===== src/rtl/pattern_pkg.sv =====
// ---------------------------------------------------------------------------
// pattern_pkg
// Shared definitions for the pattern serializer slice.
//   state_e           : serializer FSM states (IDLE, SHIFT)
//   DEFAULT_WIDTH     : default parallel word width
//   DEFAULT_MSB_FIRST : default shift order (1 = bit WIDTH-1 leaves first)
// ---------------------------------------------------------------------------
package pattern_pkg;

  localparam int DEFAULT_WIDTH     = 8;
  localparam int DEFAULT_MSB_FIRST = 1;

  typedef enum logic {
    IDLE  = 1'b0,
    SHIFT = 1'b1
  } state_e;

endpackage


===== src/rtl/pattern_shift_reg.sv =====
// ---------------------------------------------------------------------------
// pattern_shift_reg
// WIDTH-bit load/shift register feeding the serial output.
// Ports:
//   clk        : clock, rising edge
//   rstb       : asynchronous active-low reset (clears the register)
//   load_i     : parallel load of loadData_i (wins over shift_i)
//   loadData_i : word to load
//   shift_i    : advance one bit toward the output end
//   bit_o      : bit currently presented at the output end
// Parameters:
//   WIDTH      : register width
//   MSB_FIRST  : 1 = output bit WIDTH-1 and shift left, 0 = output bit 0
//                and shift right
// ---------------------------------------------------------------------------
module pattern_shift_reg
  import pattern_pkg::*;
#(
  parameter int WIDTH     = DEFAULT_WIDTH,
  parameter int MSB_FIRST = DEFAULT_MSB_FIRST
) (
  input  logic             clk,
  input  logic             rstb,
  input  logic             load_i,
  input  logic [WIDTH-1:0] loadData_i,
  input  logic             shift_i,
  output logic             bit_o
);

  logic [WIDTH-1:0] shift_q;
  logic [WIDTH-1:0] shift_d;

  // Next register contents: a load always replaces the word so a new word can
  // start in the same cycle the previous one emits its last bit.
  always_comb begin
    shift_d = shift_q;
    if (load_i) begin
      shift_d = loadData_i;
    end else if (shift_i) begin
      if (MSB_FIRST != 0) begin
        shift_d = {shift_q[WIDTH-2:0], 1'b0};
      end else begin
        shift_d = {1'b0, shift_q[WIDTH-1:1]};
      end
    end
  end

  // Register update; reset clears any partially shifted word.
  always_ff @(posedge clk or negedge rstb) begin
    if (!rstb) begin
      shift_q <= '0;
    end else begin
      shift_q <= shift_d;
    end
  end

  assign bit_o = (MSB_FIRST != 0) ? shift_q[WIDTH-1] : shift_q[0];

endmodule


===== src/rtl/pattern_serializer.sv =====
// ---------------------------------------------------------------------------
// pattern_serializer
// Converts parallel words into a serial bit stream for a downstream pattern
// detector. Each accepted word produces WIDTH consecutive cycles with
// enable=1, starting the cycle after accept.
// Ports:
//   clk            : clock, rising edge
//   rstb           : asynchronous active-low reset
//   flush          : synchronous clear of the word in flight and the buffer
//   data_in        : parallel word
//   data_valid     : data_in is valid
//   data_ready     : word is accepted on an edge where valid and ready are 1
//   serial_pattern : serial bit (0 whenever enable=0)
//   enable         : serial_pattern carries a valid bit
//   busy           : a word is shifting or buffered
// Configuration:
//   PATTERN_SERIALIZER_PREFETCH_EN undefined : ready only in IDLE, one idle
//                                              cycle between words
//   PATTERN_SERIALIZER_PREFETCH_EN defined   : one-entry word buffer, words
//                                              stream back to back
// ---------------------------------------------------------------------------
module pattern_serializer
  import pattern_pkg::*;
#(
  parameter int WIDTH     = DEFAULT_WIDTH,
  parameter int MSB_FIRST = DEFAULT_MSB_FIRST
) (
  input  logic             clk,
  input  logic             rstb,
  input  logic             flush,
  input  logic [WIDTH-1:0] data_in,
  input  logic             data_valid,
  output logic             data_ready,
  output logic             serial_pattern,
  output logic             enable,
  output logic             busy
);

  localparam int              CNT_W    = $clog2(WIDTH);
  localparam logic [CNT_W-1:0] LAST_CNT = CNT_W'(WIDTH - 1);

  state_e           state_q;
  state_e           state_d;
  logic [CNT_W-1:0] bitCnt_q;
  logic [CNT_W-1:0] bitCnt_d;
  logic             readyEn_q;
  logic             accept;
  logic             lastBit;
  logic             srLoad;
  logic             srShift;
  logic [WIDTH-1:0] srLoadData;
  logic             srBit;

`ifdef PATTERN_SERIALIZER_PREFETCH_EN
  logic             bufValid_q;
  logic             bufValid_d;
  logic [WIDTH-1:0] bufData_q;
  logic [WIDTH-1:0] bufData_d;
`endif

  // Ready is held off until the first edge after reset release; flush always
  // blocks acceptance so a word cannot slip in while the pipe is cleared.
`ifdef PATTERN_SERIALIZER_PREFETCH_EN
  assign data_ready = readyEn_q && !flush && !bufValid_q;
  assign busy       = (state_q == SHIFT) || bufValid_q;
`else
  assign data_ready = readyEn_q && !flush && (state_q == IDLE);
  assign busy       = (state_q == SHIFT);
`endif

  assign accept         = data_valid && data_ready;
  assign lastBit        = (state_q == SHIFT) && (bitCnt_q == LAST_CNT);
  assign enable         = (state_q == SHIFT);
  assign serial_pattern = enable ? srBit : 1'b0;

  // Next-state logic: decides when the shifter loads, shifts or goes idle,
  // and where an accepted word goes (shifter directly or the buffer).
  always_comb begin
    state_d    = state_q;
    bitCnt_d   = bitCnt_q;
    srLoad     = 1'b0;
    srShift    = 1'b0;
    srLoadData = data_in;
`ifdef PATTERN_SERIALIZER_PREFETCH_EN
    bufValid_d = bufValid_q;
    bufData_d  = bufData_q;
`endif
    if (flush) begin
      state_d  = IDLE;
      bitCnt_d = '0;
`ifdef PATTERN_SERIALIZER_PREFETCH_EN
      bufValid_d = 1'b0;
`endif
    end else begin
      case (state_q)
        IDLE: begin
          if (accept) begin
            srLoad   = 1'b1;
            state_d  = SHIFT;
            bitCnt_d = '0;
          end
        end
        SHIFT: begin
          srShift = 1'b1;
          if (lastBit) begin
            bitCnt_d = '0;
`ifdef PATTERN_SERIALIZER_PREFETCH_EN
            // A waiting word (buffered, or offered right now with an empty
            // buffer) starts next cycle so enable never drops.
            if (bufValid_q) begin
              srLoad     = 1'b1;
              srLoadData = bufData_q;
              bufValid_d = 1'b0;
            end else if (accept) begin
              srLoad = 1'b1;
            end else begin
              state_d = IDLE;
            end
`else
            state_d = IDLE;
`endif
          end else begin
            bitCnt_d = bitCnt_q + CNT_W'(1);
`ifdef PATTERN_SERIALIZER_PREFETCH_EN
            if (accept) begin
              bufValid_d = 1'b1;
              bufData_d  = data_in;
            end
`endif
          end
        end
        default: begin
          state_d = IDLE;
        end
      endcase
    end
  end

  // State, counter and ready-enable registers; reset abandons any word.
  always_ff @(posedge clk or negedge rstb) begin
    if (!rstb) begin
      state_q   <= IDLE;
      bitCnt_q  <= '0;
      readyEn_q <= 1'b0;
    end else begin
      state_q   <= state_d;
      bitCnt_q  <= bitCnt_d;
      readyEn_q <= 1'b1;
    end
  end

`ifdef PATTERN_SERIALIZER_PREFETCH_EN
  // One-entry word buffer.
  always_ff @(posedge clk or negedge rstb) begin
    if (!rstb) begin
      bufValid_q <= 1'b0;
      bufData_q  <= '0;
    end else begin
      bufValid_q <= bufValid_d;
      bufData_q  <= bufData_d;
    end
  end
`endif

  pattern_shift_reg #(
    .WIDTH     (WIDTH),
    .MSB_FIRST (MSB_FIRST)
  ) shiftReg (
    .clk        (clk),
    .rstb       (rstb),
    .load_i     (srLoad),
    .loadData_i (srLoadData),
    .shift_i    (srShift),
    .bit_o      (srBit)
  );

endmodule

===== config.mk =====
export PLATFORM = sky130hd
export DESIGN_NAME = pattern_serializer
export DESIGN_NICKNAME = d
export VERILOG_FILES = /design/src/rtl/pattern_pkg.sv /design/src/rtl/pattern_shift_reg.sv /design/src/rtl/pattern_serializer.sv
export SDC_FILE = /design/constraint.sdc
export NUM_CORES = 1
export LEC_CHECK = 0
export ABC_AREA = 0
export BUFFER_PORTS_ARGS = -buffer_cell sky130_fd_sc_hd__buf_4
export CAP_MARGIN = 15
export CORE_AREA = 2 2 39 41
export CTS_BUF_LIST = sky130_fd_sc_hd__clkbuf_4 sky130_fd_sc_hd__clkbuf_8
export DETAILED_ROUTE_END_ITERATION = 8
export DIE_AREA = 0 0 41 43
export GPL_ROUTABILITY_DRIVEN = 0
export PLACE_DENSITY_LB_ADDON = 0.08
export REMOVE_ABC_BUFFERS = 1
export SETUP_SLACK_MARGIN = 0.3
export SYNTH_ARGS = -nofsm -noshare
export SYNTH_HDL_FRONTEND = slang
export SYNTH_SLANG_ARGS = --single-unit

===== constraint.sdc =====
create_clock -name clk -period 2.47 [get_ports clk]
set_clock_uncertainty 0.05 [all_clocks]
set_input_delay 0.247 -clock clk [delete_from_list [all_inputs] [get_ports clk]]
set_output_delay 0.247 -clock clk [all_outputs]
set_load 0.01 [all_outputs]

# Yosys cells after proc, flatten, opt, wreduce, memory -nomap -nowiden
# Cells that the tools add are included.
# Widths: inputs -> output; s select.
word_totals:
  input_bits: 12
  ff_bits: 13
  wordCells: 29
classes:
  n_eq_ne: 2
  n_addsub: 1
  n_reduce_logical: 6
  n_bitwise: 1
  n_mux: 15
ops:
  columns: ["cell", "n"]
  rows:
  - ["$mux 8", 2]
  - ["$mux 3", 3]
  - ["$mux 1", 8]
  - ["$pmux 3 s2", 1]
  - ["$logic_and 1x1->1", 4]
  - ["$add 3x1->3 const B", 1]
  - ["$eq 3x3->1 const B", 1]
  - ["$ne 3x3->1 const B", 1]
  - ["$pmux 1 s2", 1]
  - ["$reduce_bool 2->1", 1]
  - ["$logic_not 1->1", 1]
  - ["$not 1->1", 1]

# Longest topological paths before layout
logic_depth:
  ltp_word: 8
  ltp_mapped: 5
  depth_no_buf: 5

# Cells and area by module
# From an unflattened synthesis, not the netlist that was laid out.
unflattened:
  hier_cells: 60
  hier_area_um2: 633.1
modules_own_cells:
  columns: ["mod", "area_each_um2", "cells_per_inst", "n_inst"]
  rows:
  - ["pattern_shift_reg", 369.1, 34, 1]
  - ["pattern_serializer", 264.0, 26, 1]

# Least setup slack after synthesis
# OpenSTA, ideal clock, no wires.
synth_path:
  kind: "register to register"
  from: "register state_q (netlist: busy)"
  to: "register shiftReg.shift_q[0]"
  arrival_ps: 1110
  synth_period_minus_slack_ps: 1242
  slack_ps: 1228
  path_stages_with_launch: 6
  n_path_buf: 2
  required_ps: 2337
  cell_sequence: "dfrtp_1 nor4bb_1 buf_4 buf_6 nand2_1 o21ai_0"
synth_between:
  elab_chain_len: 7
synth_rtl:
  columns: ["item", "line_no", "rtl"]
  rows:
  - ["start: declaration", "pattern_serializer.sv:42", "state_e state_q;"]
  - ["start signal: assignment", "pattern_serializer.sv:146", "state_q <= state_d;"]
  - ["$not 1->1", null, null]
  - ["$logic_and 1x1->1", "pattern_serializer.sv:67", "assign data_ready = readyEn_q && !flush && (state_q == IDLE);"]
  - ["$logic_and 1x1->1", "pattern_serializer.sv:71", "assign accept = data_valid && data_ready;"]
  - ["$mux 1", "pattern_serializer.sv:97", "if (accept) begin"]
  - ["$mux 1", "pattern_serializer.sv:95", "case (state_q)"]
  - ["$mux 1", "pattern_serializer.sv:88", "if (flush) begin"]
  - ["$mux 8 / $reduce_bool 2->1 (equally long branches)", null, null]
  - ["end signal: assignment", "pattern_shift_reg.sv:53", "shift_q <= shift_d;"]
  - ["end: declaration", "pattern_shift_reg.sv:30", "logic [WIDTH-1:0] shift_q;"]
# Parallel ways exist; a longest one is shown, timed or not.
# A chain may end at the register's enable or synchronous reset.

# Worst setup path in the final report
layout_path:
  from: "register state_q (netlist: busy)"
  to: "output port data_ready"
layout_between:
  elab_chain_len: 2
layout_rtl:
  columns: ["item", "line_no", "rtl"]
  rows:
  - ["$not 1->1", null, null]
  - ["$logic_and 1x1->1", "pattern_serializer.sv:67", null]
  - ["end: declaration", "pattern_serializer.sv:33", "output logic data_ready,"]
# No other way between the ends.

==> impl_table.tex <==
\begin{tabular}{lr}
\hline
Metric & Value \\
\hline
\multicolumn{2}{l}{\textbf{Run status}} \\
Status & finished, final reports clean \\
\multicolumn{2}{l}{\textbf{Global routing}} \\
Overall fraction of global-route tracks in use & 15.8\% \\
Sum of overflow across all layers after global routing & 0 \\
Antenna violations before repair & 0 \\
Pin count of the biggest net entering global routing & 18 \\
Global-route wire length before repair & about 1.8 mm \\
Vias in the first global route & 440 \\
\multicolumn{2}{l}{\textbf{Logic synthesis}} \\
Post-synthesis instance total & 57 \\
Avg Synthesized Cell Area & roughly 11 um2 \\
Seq/Total Area, Yosys & 52.4\% \\
Total standard cell area after synthesis & between 600 and 700 um2 \\
Number of storage elements in the synthesis netlist & 13 \\
Number of distinct standard cells referenced by the synthesized netlist & 18 \\
Number of synthesis warnings & 0 \\
\multicolumn{2}{l}{\textbf{Cells and area}} \\
Most common cell after layout, fill and taps aside & buf\_4 \\
Share of cells above drive strength 1 & 29.7\% \\
Final layout net count & 89 \\
Commonest cells after routing, fill and taps aside & 16 x buf\_4, 13 x dfrtp\_1, 9 x nand2\_1 \\
Antenna diode instance count & 0 \\
Post-synthesis to final-layout area growth & 24.6\% \\
Non-Filler Instances & 90 \\
\multicolumn{2}{l}{\textbf{Power}} \\
Standby leakage power & approximately 0.00041 uW \\
Pwr per Cell Area & $\sim$660 mW/mm2 \\
Max VDD drop & about 0.00033 V \\
\multicolumn{2}{l}{\textbf{Worst setup path}} \\
Data arrival, critical path & approximately 1.1 ns \\
Critical Path Max Stage Delay & roughly 0.46 ns \\
Nature of the critical path endpoint & primary output \\
Cell family contributing the most delay on the critical path & flip-flops \\
Worst Setup Path Type & reg -> out \\
Critical Path, Cell by Cell & nor3b\_1, buf\_4 \\
Reg2Reg Setup Slack & 1.09 ns \\
Capture point of the critical path & data\_ready \\
Critical Path Fanout Max & 8 \\
Worst r2r src & busy \\
Worst R2R End & shiftReg.shift\_q[2] \\
Crit path buf inv count & 1 \\
CP startpoint kind & flop \\
Critical path launch point & busy \\
Required time of the critical path & $\sim$2.2 ns \\
Levels on crit path & 2 \\
Number of cell instances on the worst register-to-register path & 3 \\
Slowest-stage cell, CP & dfrtp\_1 \\
\multicolumn{2}{l}{\textbf{Clock network}} \\
Clock latency on the worst-skew pair & roughly 0.27 ns \\
Maximum number of buffers from clock root to sink & 2 \\
\# H-tree levels & 1 \\
Clk root buf & clkbuf\_4 \\
CTS tree & yes \\
Post\_cts resized & 0 \\
Number of clock buffers inserted by TritonCTS & 3 \\
Register clock-pin slew on the reported worst setup and hold paths & approximately 0.080 ns \\
Clk sink count & 13 \\
Count of hold-fix buffers inserted at cts & 1 \\
Setup Fix Bufs, Post-CTS & 0 \\
\multicolumn{2}{l}{\textbf{Worst hold path}} \\
HP Class & in -> reg \\
Worst hold path stage count & 2 \\
\multicolumn{2}{l}{\textbf{Floorplan}} \\
Initial Utilization & 44.8\% \\
Die Span Y & roughly 43 um \\
Die ar. & approximately 0.0018 mm2 \\
Core Region & approximately 0.0014 mm2 \\
Die outline width & roughly 41 um \\
Site row count & 14 \\
IO Count & 16 \\
\multicolumn{2}{l}{\textbf{STA}} \\
Setup repair after global routing missed its margin & no \\
Final hold violation count & 0 \\
Total Neg Setup Slack & 0 ns \\
Max Clock Freq & around 710 MHz \\
Final min period & around 1.4 ns \\
Share of the cycle needed by the critical path after routing & 57.0\% \\
Slew at the pin with the worst max-slew slack & roughly 0.5 ns \\
Slew Viols, Final & 0 \\
Total of endpoints with negative setup slack in the final report & 0 \\
Worst slew margin relative to its limit & between 60\% and 70\% \\
\multicolumn{2}{l}{\textbf{Route}} \\
Number of vias after detailed routing & 450 \\
Mean routed wirelength per cell & between 10 and 15 um \\
Remaining design rule violation count & 0 \\
First drt pass iteration count & 4 \\
Total wirelength of the detailed-routed design & approximately 1.1 mm \\
DRT iter0 DRCs & 9 \\
Vias per Instance & about 5 \\
Antenna-violating nets left & 0 \\
\multicolumn{2}{l}{\textbf{Flow run}} \\
Maximum Capacitance Violations & 0 \\
\multicolumn{2}{l}{\textbf{Place}} \\
Total placed cells including tap cells & 85 \\
Number of port buffers & 15 \\
\hline
\end{tabular}
==> per-layer routing <==
metal,part of all wire (%),GRT usage [%],wire length [um],vias to the layer above
li1,-,-,-,227
met1,42,17.3,447,208
met2,52,25.0,554,13
met3,5.9,4.71,63,2
met4,0.74,10.0,8,0
met5,0,0,0,-
==> cell usage after synthesis, drive strengths merged <==
library cell / n / area share [%]
dfrtp: 13 / 52
nand2: 9 / 5.4
mux2i: 8 / 13
o21ai: 8 / 7.1
buf: 4 / 5.4
nor2: 3 / 1.8
a22oi: 2 / 2.4
ha: 2 / 4.0
a21oi: 1 / 0.81
and2: 1 / 1.0
conb: 1 / 0.60
nand2b: 1 / 1.0
nor2b: 1 / 1.0
nor3b: 1 / 1.2
nor4bb: 1 / 1.6
o21bai: 1 / 1.2
==> through the flow <==
step / hold WS [ns] / setup WS, ns / area [um2] / total power [uW] / util [%]
2_1_floorplan: -0.0986 / 0.259 / 587 / 331 / -
4_1_cts: 0.114 / 1.05 / 773 / 521 / 55.9
3_3_place_gp: 0.0528 / 1.14 / 733 / 372 / 53.0
6_report: 0.121 / 1.06 / 773 / 510 / 55.9
5_1_grt: 0.113 / 0.984 / 773 / 548 / 55.9
3_5_place_dp: 0.0499 / 1.09 / 733 / 377 / 53.0
==> logic make-up (layout without fill, tap and decap cells) <==
kind of cell	after synthesis	count (layout)	share of synthesized area [%]
buffers and inverters	4	21	5.44
AOI/OAI and AO/OA	12	12	11.5
other	1	1	0.604
DFF	13	13	52.4
muxes	8	8	12.9
and+or+nand+nor	17	17	13.1
adders and majority gates	2	2	4.03
==> how the worst min path moves through the flow <==
stage               start     endpoint  slack (ns)
finish              flush  bitCnt_q[0]        0.12
global route        flush  bitCnt_q[0]        0.11
CTS                 flush  bitCnt_q[0]        0.11
detailed placement   rstb  bitCnt_q[2]        0.05
global placement     rstb  bitCnt_q[0]        0.05
floorplan            rstb  bitCnt_q[0]        -0.1
==> flip-flops by register name, indices dropped and copies added (netlist names) <==
| name | cells |
|---|---|
| shiftReg.shift_q | 8 |
| readyEn_q | 1 |
| bitCnt_q | 3 |
| busy | 1 |
==> layout make-up <==
cell class	instances	area, um2
multi-input combinational	40	268
timing repair buffer	17	130
tap	16	20.0
fill	121	611
clock buffer	4	30.0
sequential	13	325
==> power breakdown <==
part | leakage, uW | switching, uW | total, uW | internal, uW
sequential | 0.000167 | 24.3 | 278 | 254
clock | 0.0000184 | 65.5 | 139 | 73.6
combinational | 0.000222 | 41.5 | 92.8 | 51.3
Power figures use the tool's default switching activity.
